<file path="src/rtl/adder_bist_pkg.sv">
// adder_bist_pkg
//   Shared definitions for the full-adder built-in self test:
//   controller state encoding, vector count and width, default settle time.
package adder_bist_pkg;

  typedef enum logic [2:0] {
    ST_IDLE,
    ST_APPLY,
    ST_WAIT,
    ST_CHECK,
    ST_DONE
  } state_t;

  localparam int VEC_COUNT      = 8;
  localparam int VEC_W          = 3;
  localparam int SETTLE_DEFAULT = 2;
  // Settle counter width; covers the legal SETTLE range 0..15.
  localparam int CNT_W          = 4;

endpackage

</file>
<file path="src/rtl/adder_bist_full_adder.sv">
// full_adder
//   Reference one-bit full adder, used as the golden model inside adder_bist.
//   Ports:
//     a, b, cin  : operand bits and carry in
//     sum, carry : a^b^cin and majority(a,b,cin)
module full_adder (
  input  logic a,
  input  logic b,
  input  logic cin,
  output logic sum,
  output logic carry
);

  assign sum   = a ^ b ^ cin;
  assign carry = (a & b) | (a & cin) | (b & cin);

endmodule

</file>
<file path="src/rtl/adder_bist.sv">
// adder_bist
//   Exhaustive built-in self test for an external one-bit full adder.
//   On start it walks the vectors {a,b,cin} = 000..111. Each vector gets one
//   APPLY cycle, SETTLE WAIT cycles and one CHECK cycle. In CHECK the
//   external response is compared with a golden full_adder fed by the same
//   registered stimulus. Mismatches are counted, and the first one is captured.
//   Ports:
//     clk, rst              : clock, asynchronous active-high reset
//     start                 : one-cycle run request (ignored while busy)
//     dut_a/dut_b/dut_cin   : registered stimulus to the adder under test
//     dut_sum/dut_carry     : response from the adder under test
//     busy, done, pass      : run status (all registered)
//     err_count             : saturating mismatch count for the current/last run
//     fail_valid            : at least one mismatch recorded
//     first_fail_vec        : {a,b,cin} of the first mismatching vector
module adder_bist
  import adder_bist_pkg::*;
#(
  parameter int SETTLE = SETTLE_DEFAULT,
  parameter int ERRW   = 4
) (
  input  logic             clk,
  input  logic             rst,
  input  logic             start,
  output logic             dut_a,
  output logic             dut_b,
  output logic             dut_cin,
  input  logic             dut_sum,
  input  logic             dut_carry,
  output logic             busy,
  output logic             done,
  output logic             pass,
  output logic [ERRW-1:0]  err_count,
  output logic             fail_valid,
  output logic [VEC_W-1:0] first_fail_vec
);

  state_t             state;
  state_t             state_n;
  logic [VEC_W-1:0]   idx;
  logic [VEC_W-1:0]   vec_p0;
  logic [CNT_W-1:0]   wait_cnt;
  logic               gold_sum;
  logic               gold_carry;
  logic               accept;
  logic               mismatch;
  logic               last_vec;
  logic               wait_end;
  logic               in_run;
  logic               in_done;

  function automatic logic [ERRW-1:0] sat_inc(input logic [ERRW-1:0] v);
    if (v == {ERRW{1'b1}}) begin
      return v;
    end
    return v + ERRW'(1);
  endfunction

  // Status outputs lag the state by one register. The busy term keeps a
  // start from being accepted during that one-cycle tail after the last
  // CHECK.
  assign accept   = start && !busy && (state == ST_IDLE || state == ST_DONE);
  assign last_vec = (idx == VEC_W'(VEC_COUNT - 1));
  assign wait_end = (wait_cnt == CNT_W'(SETTLE - 1));
  assign in_run   = (state == ST_APPLY) || (state == ST_WAIT) || (state == ST_CHECK);
  assign in_done  = (state == ST_DONE);
  assign mismatch = (dut_sum != gold_sum) || (dut_carry != gold_carry);

  assign dut_a   = vec_p0[2];
  assign dut_b   = vec_p0[1];
  assign dut_cin = vec_p0[0];

  full_adder u_gold (
    .a     (vec_p0[2]),
    .b     (vec_p0[1]),
    .cin   (vec_p0[0]),
    .sum   (gold_sum),
    .carry (gold_carry)
  );

  always_ff @(posedge clk or posedge rst) begin
    if (rst) begin
      state <= ST_IDLE;
    end else begin
      state <= state_n;
    end
  end

  always_comb begin
    state_n = state;
    case (state)
      ST_IDLE, ST_DONE: begin
        if (accept) begin
          state_n = ST_APPLY;
        end
      end
      ST_APPLY: begin
        state_n = (SETTLE > 0) ? ST_WAIT : ST_CHECK;
      end
      ST_WAIT: begin
        if (wait_end) begin
          state_n = ST_CHECK;
        end
      end
      ST_CHECK: begin
        state_n = last_vec ? ST_DONE : ST_APPLY;
      end
      default: begin
        state_n = ST_IDLE;
      end
    endcase
  end

  // p0: stimulus register, settle counter and result capture
  always_ff @(posedge clk or posedge rst) begin
    if (rst) begin
      idx            <= '0;
      vec_p0         <= '0;
      wait_cnt       <= '0;
      err_count      <= '0;
      fail_valid     <= 1'b0;
      first_fail_vec <= '0;
      busy           <= 1'b0;
      done           <= 1'b0;
      pass           <= 1'b0;
    end else begin
      busy <= in_run;
      done <= in_done && !accept;
      pass <= in_done && !accept && (err_count == '0);
      case (state)
        ST_IDLE, ST_DONE: begin
          vec_p0 <= '0;
          if (accept) begin
            idx            <= '0;
            err_count      <= '0;
            fail_valid     <= 1'b0;
            first_fail_vec <= '0;
          end
        end
        ST_APPLY: begin
          vec_p0   <= idx;
          wait_cnt <= '0;
        end
        ST_WAIT: begin
          wait_cnt <= wait_cnt + CNT_W'(1);
        end
        ST_CHECK: begin
          if (mismatch) begin
            err_count <= sat_inc(err_count);
            if (!fail_valid) begin
              fail_valid     <= 1'b1;
              first_fail_vec <= vec_p0;
            end
          end
          if (!last_vec) begin
            idx <= idx + VEC_W'(1);
          end
        end
        default: begin
        end
      endcase
    end
  end

endmodule
</file>
<file path="config.mk">
export PLATFORM = sky130hd
export DESIGN_NAME = adder_bist
export DESIGN_NICKNAME = d
export VERILOG_FILES = /design/src/rtl/adder_bist_pkg.sv /design/src/rtl/adder_bist_full_adder.sv /design/src/rtl/adder_bist.sv
export SDC_FILE = /design/constraint.sdc
export NUM_CORES = 1
export LEC_CHECK = 0
export BUFFER_PORTS_ARGS = -buffer_cell sky130_fd_sc_hd__buf_2
export CORE_MARGIN = 2
export CORE_UTILIZATION = 58
export DETAILED_ROUTE_END_ITERATION = 12
export PLACE_DENSITY = 0.81
export SLEW_MARGIN = 30
export SYNTH_ARGS = -nofsm -noshare
export SYNTH_HDL_FRONTEND = slang
export SYNTH_SLANG_ARGS = --single-unit
export TNS_END_PERCENT = 50
</file>
<file path="constraint.sdc">
create_clock -name clk -period 4.2 [get_ports clk]
set_clock_uncertainty 0.15 [all_clocks]
set_input_delay 0.21 -clock clk [delete_from_list [all_inputs] [get_ports clk]]
set_output_delay 0.21 -clock clk [all_outputs]
set_load 0.01 [all_outputs]
</file>
==> flow_summary.toml <==
[critical_path]
slowest_stage = "fa_1"
critPathBufInv = 0
crit_family = "adder cells"
reg2reg_slack_ns = 2.15
end_kind = "flip-flop"
r2r-start = "vec_p0[2]"
worstSetupStartpoint = "vec_p0[2]"
crit_fanout = 6
arrival_ns = 2.11
worstPathCellList = "fa_1, xor2_1, o211ai_2, mux2i_1"
path_depth = 4
r2r.worst_path.cells = 4
r2r_end = "first_fail_vec[1]"
crit_required_ns = 4.25
slowest_delay_ns = 0.57
start_kind = "flip-flop"
path_class = "flip-flop to flip-flop"
crit_end = "first_fail_vec[1]"

[synthesis]
ys_seq_elements = 24
synth_top_area_frac = 0.468
syn-num-nets = 138
netlist_instances = 126
synth-edff-count = 0
yosysUniqueCellTypes = 36
synth.cells.most_frequent = "dfrtp_1, nand2_1, inv_1, o21ai_1, mux2i_1"
synth_top_flop_cell = "dfrtp_1"
seq_area_frac_synth = 0.468
synth_most_common_cell = "dfrtp_1"
yosysWarnings = 0
synth.area.top_cells = "dfrtp_1, ha_1, mux2i_1"
synth.avg_cell_area_um2 = 10.2
mappedNetlistArea_um2 = 1280
synth_largest_area_cell = "dfrtp_1"
async_flop_share = 1.00

[detailed_routing]
wl_met3_um = 97
antenna_left = 0
wire_per_inst_um = 14.2
drt_iter0_drc = 28
drt-total-wl_um = 2430
routed.top_layer = "met4"
drcViolationCount = 0
met2WireLength_um = 1250
viasPerCell = 5.80
drt_pre_antenna_iters = 4
met1_length_um = 1040
vias = 992

[timing]
finalSetupViolCount = 0
tightest_slew_ns = 0.863
finalSetupTns_ns = 0
slew_headroom = 0.421
slew_violations = 0
holdWs_ns = 0.123
rsz0062_at_grt = "false"
period_minus_slack_ns = 2.05
period_share = 0.488
hold_viol_final = 0
fmax_mhz = 487

[run]
cap_violations = 0

[cts]
clkTransAtPathRegs_ns = 0.14
numCtsBuffers = 3
clockRootBuffer = "clkbuf_4"
post_cts_buffers = 0
clockBufferDepth = 2
cts-resized-gates = 0
cts_tree = "done"
h-tree-depth = 1
clk_latency_ns = 0.32
ctsHoldBuffers = 1
cts.sinks = 24

[power_and_ir_drop]
p_per_area_nw_per_um2 = 662
power.leakage_nw = 0.769
switching_share = 0.400
ir_worst_vdd_mv = 0.397
share_comb_of_total_power = 0.382
pwr-share-seq = 0.441
net-switching-power_uw = 381
finalPower_uw = 950
p_clk_frac = 0.177
intPower_uw = 570

[placement]
hpwl_um = 1680
gp_congestion = 0.756
portBuffers = 18
placed_cells = 166

[grt]
grt_pass1_wl_um = 4290
grt_start_max_net_pins = 25
grt_usage = 0.223
antenna_found_initial = 0
overflow = 0
grt_pass1_vias = 983

[final_layout]
syn2layout_area_growth_pct = 11.8
nets = 156
drive_gt1_frac = 0.175
layoutNonFillerInstCount = 171
n_antenna_cell = 0
final_util = 0.668

[die]
ios = 19
placementRows = 17
die_h_um = 51.0
initial_core_util = 0.598
dieWidth_um = 51.0
dieArea_um2 = 2610
core_um2 = 2150

[hold_path]
hp-class = "input pin to flip-flop"
hp-start = "start"
whs_path_depth = 3

[outcome]
status = "finished, final reports clean"
==> power by group through the flow <==
stage                     combinational, mW  clock (mW)  sequential (mW)
after floorplan                       0.278           0            0.405
after global placement                0.347           0            0.417
after detailed placement              0.362           0            0.425
after CTS                             0.366       0.173            0.419
after global routing                  0.417       0.180            0.438
final                                 0.363       0.168            0.419
==> kinds of logic (layout without fill, tap and decap cells) <==
kind of cell    Yosys count  count (layout)  share of synthesized area
compound gates           33              33                      0.173
xor+xnor                  3               3                     0.0205
fa+ha+maj                 7               7                     0.0741
buf+inv                  18              35                     0.0633
flops                    24              24                      0.468
mux                       7               7                     0.0546
simple gates             34              34                      0.147
==> worst register-to-register path, stage by stage (launching register included) <==
cell	delay, ns
dfrtp_1	0.45
fa_1	0.57
xor2_1	0.42
o211ai_2	0.20
mux2i_1	0.16
==> placed cells by master (no fill, tap or decap), types with 2 or more instances in the layout <==
cell,Yosys,routed
o211a_1,2,2
and3_1,4,4
o21ai_1,9,9
a21oi_1,4,4
inv_1,12,11
clkbuf_4,0,3
dfrtp_1,24,24
nand2_1,13,13
o211ai_1,2,2
xor2_1,2,2
a22oi_1,4,4
mux2i_1,7,7
buf_2,5,18
ha_1,6,6
nor2_1,5,5
nor4b_1,2,2
o22ai_1,3,3
o21ai_0,2,2
nor3b_1,2,2
==> sequential cells by signal, indices dropped and copies added, names as in the netlist <==
register	flops
err_count	4
wait_cnt	4
first_fail_vec	3
idx	3
state	3
vec_p0	3
busy	1
done	1
fail_valid	1
pass	1
==> layout make-up <==
class | instances | area (µm²)
inverters | 12 | 45.0
well taps | 28 | 35.0
fillers | 176 | 713
repair buffers | 19 | 100
flip-flops and latches | 24 | 601
clock buffers | 3 | 22.5
clock inverters | 1 | 30.0
multi-input cells | 84 | 602
==> metal layers <==
layer / global-route usage / vias to the layer above
met5: 0 / -
li1: - / 476
met4: 0.108 / 0
met3: 0.0263 / 4
met2: 0.383 / 22
met1: 0.278 / 490
==> how the worst min path moves through the flow <==
stage | endpoint
after floorplan | busy
after global placement | busy
after detailed placement | pass
after CTS | done
after global routing | done
final | done
==> per-stage QoR <==
| step | setup WS, ns | area, µm² |
|---|---|---|
| floorplan | 2.27 | 1280 |
| global placement | 2.24 | 1370 |
| detailed placement | 2.17 | 1370 |
| CTS | 2.14 | 1440 |
| global route | 2.03 | 1440 |
| finish | 2.15 | 1440 |
Power figures use the tool's default switching activity.
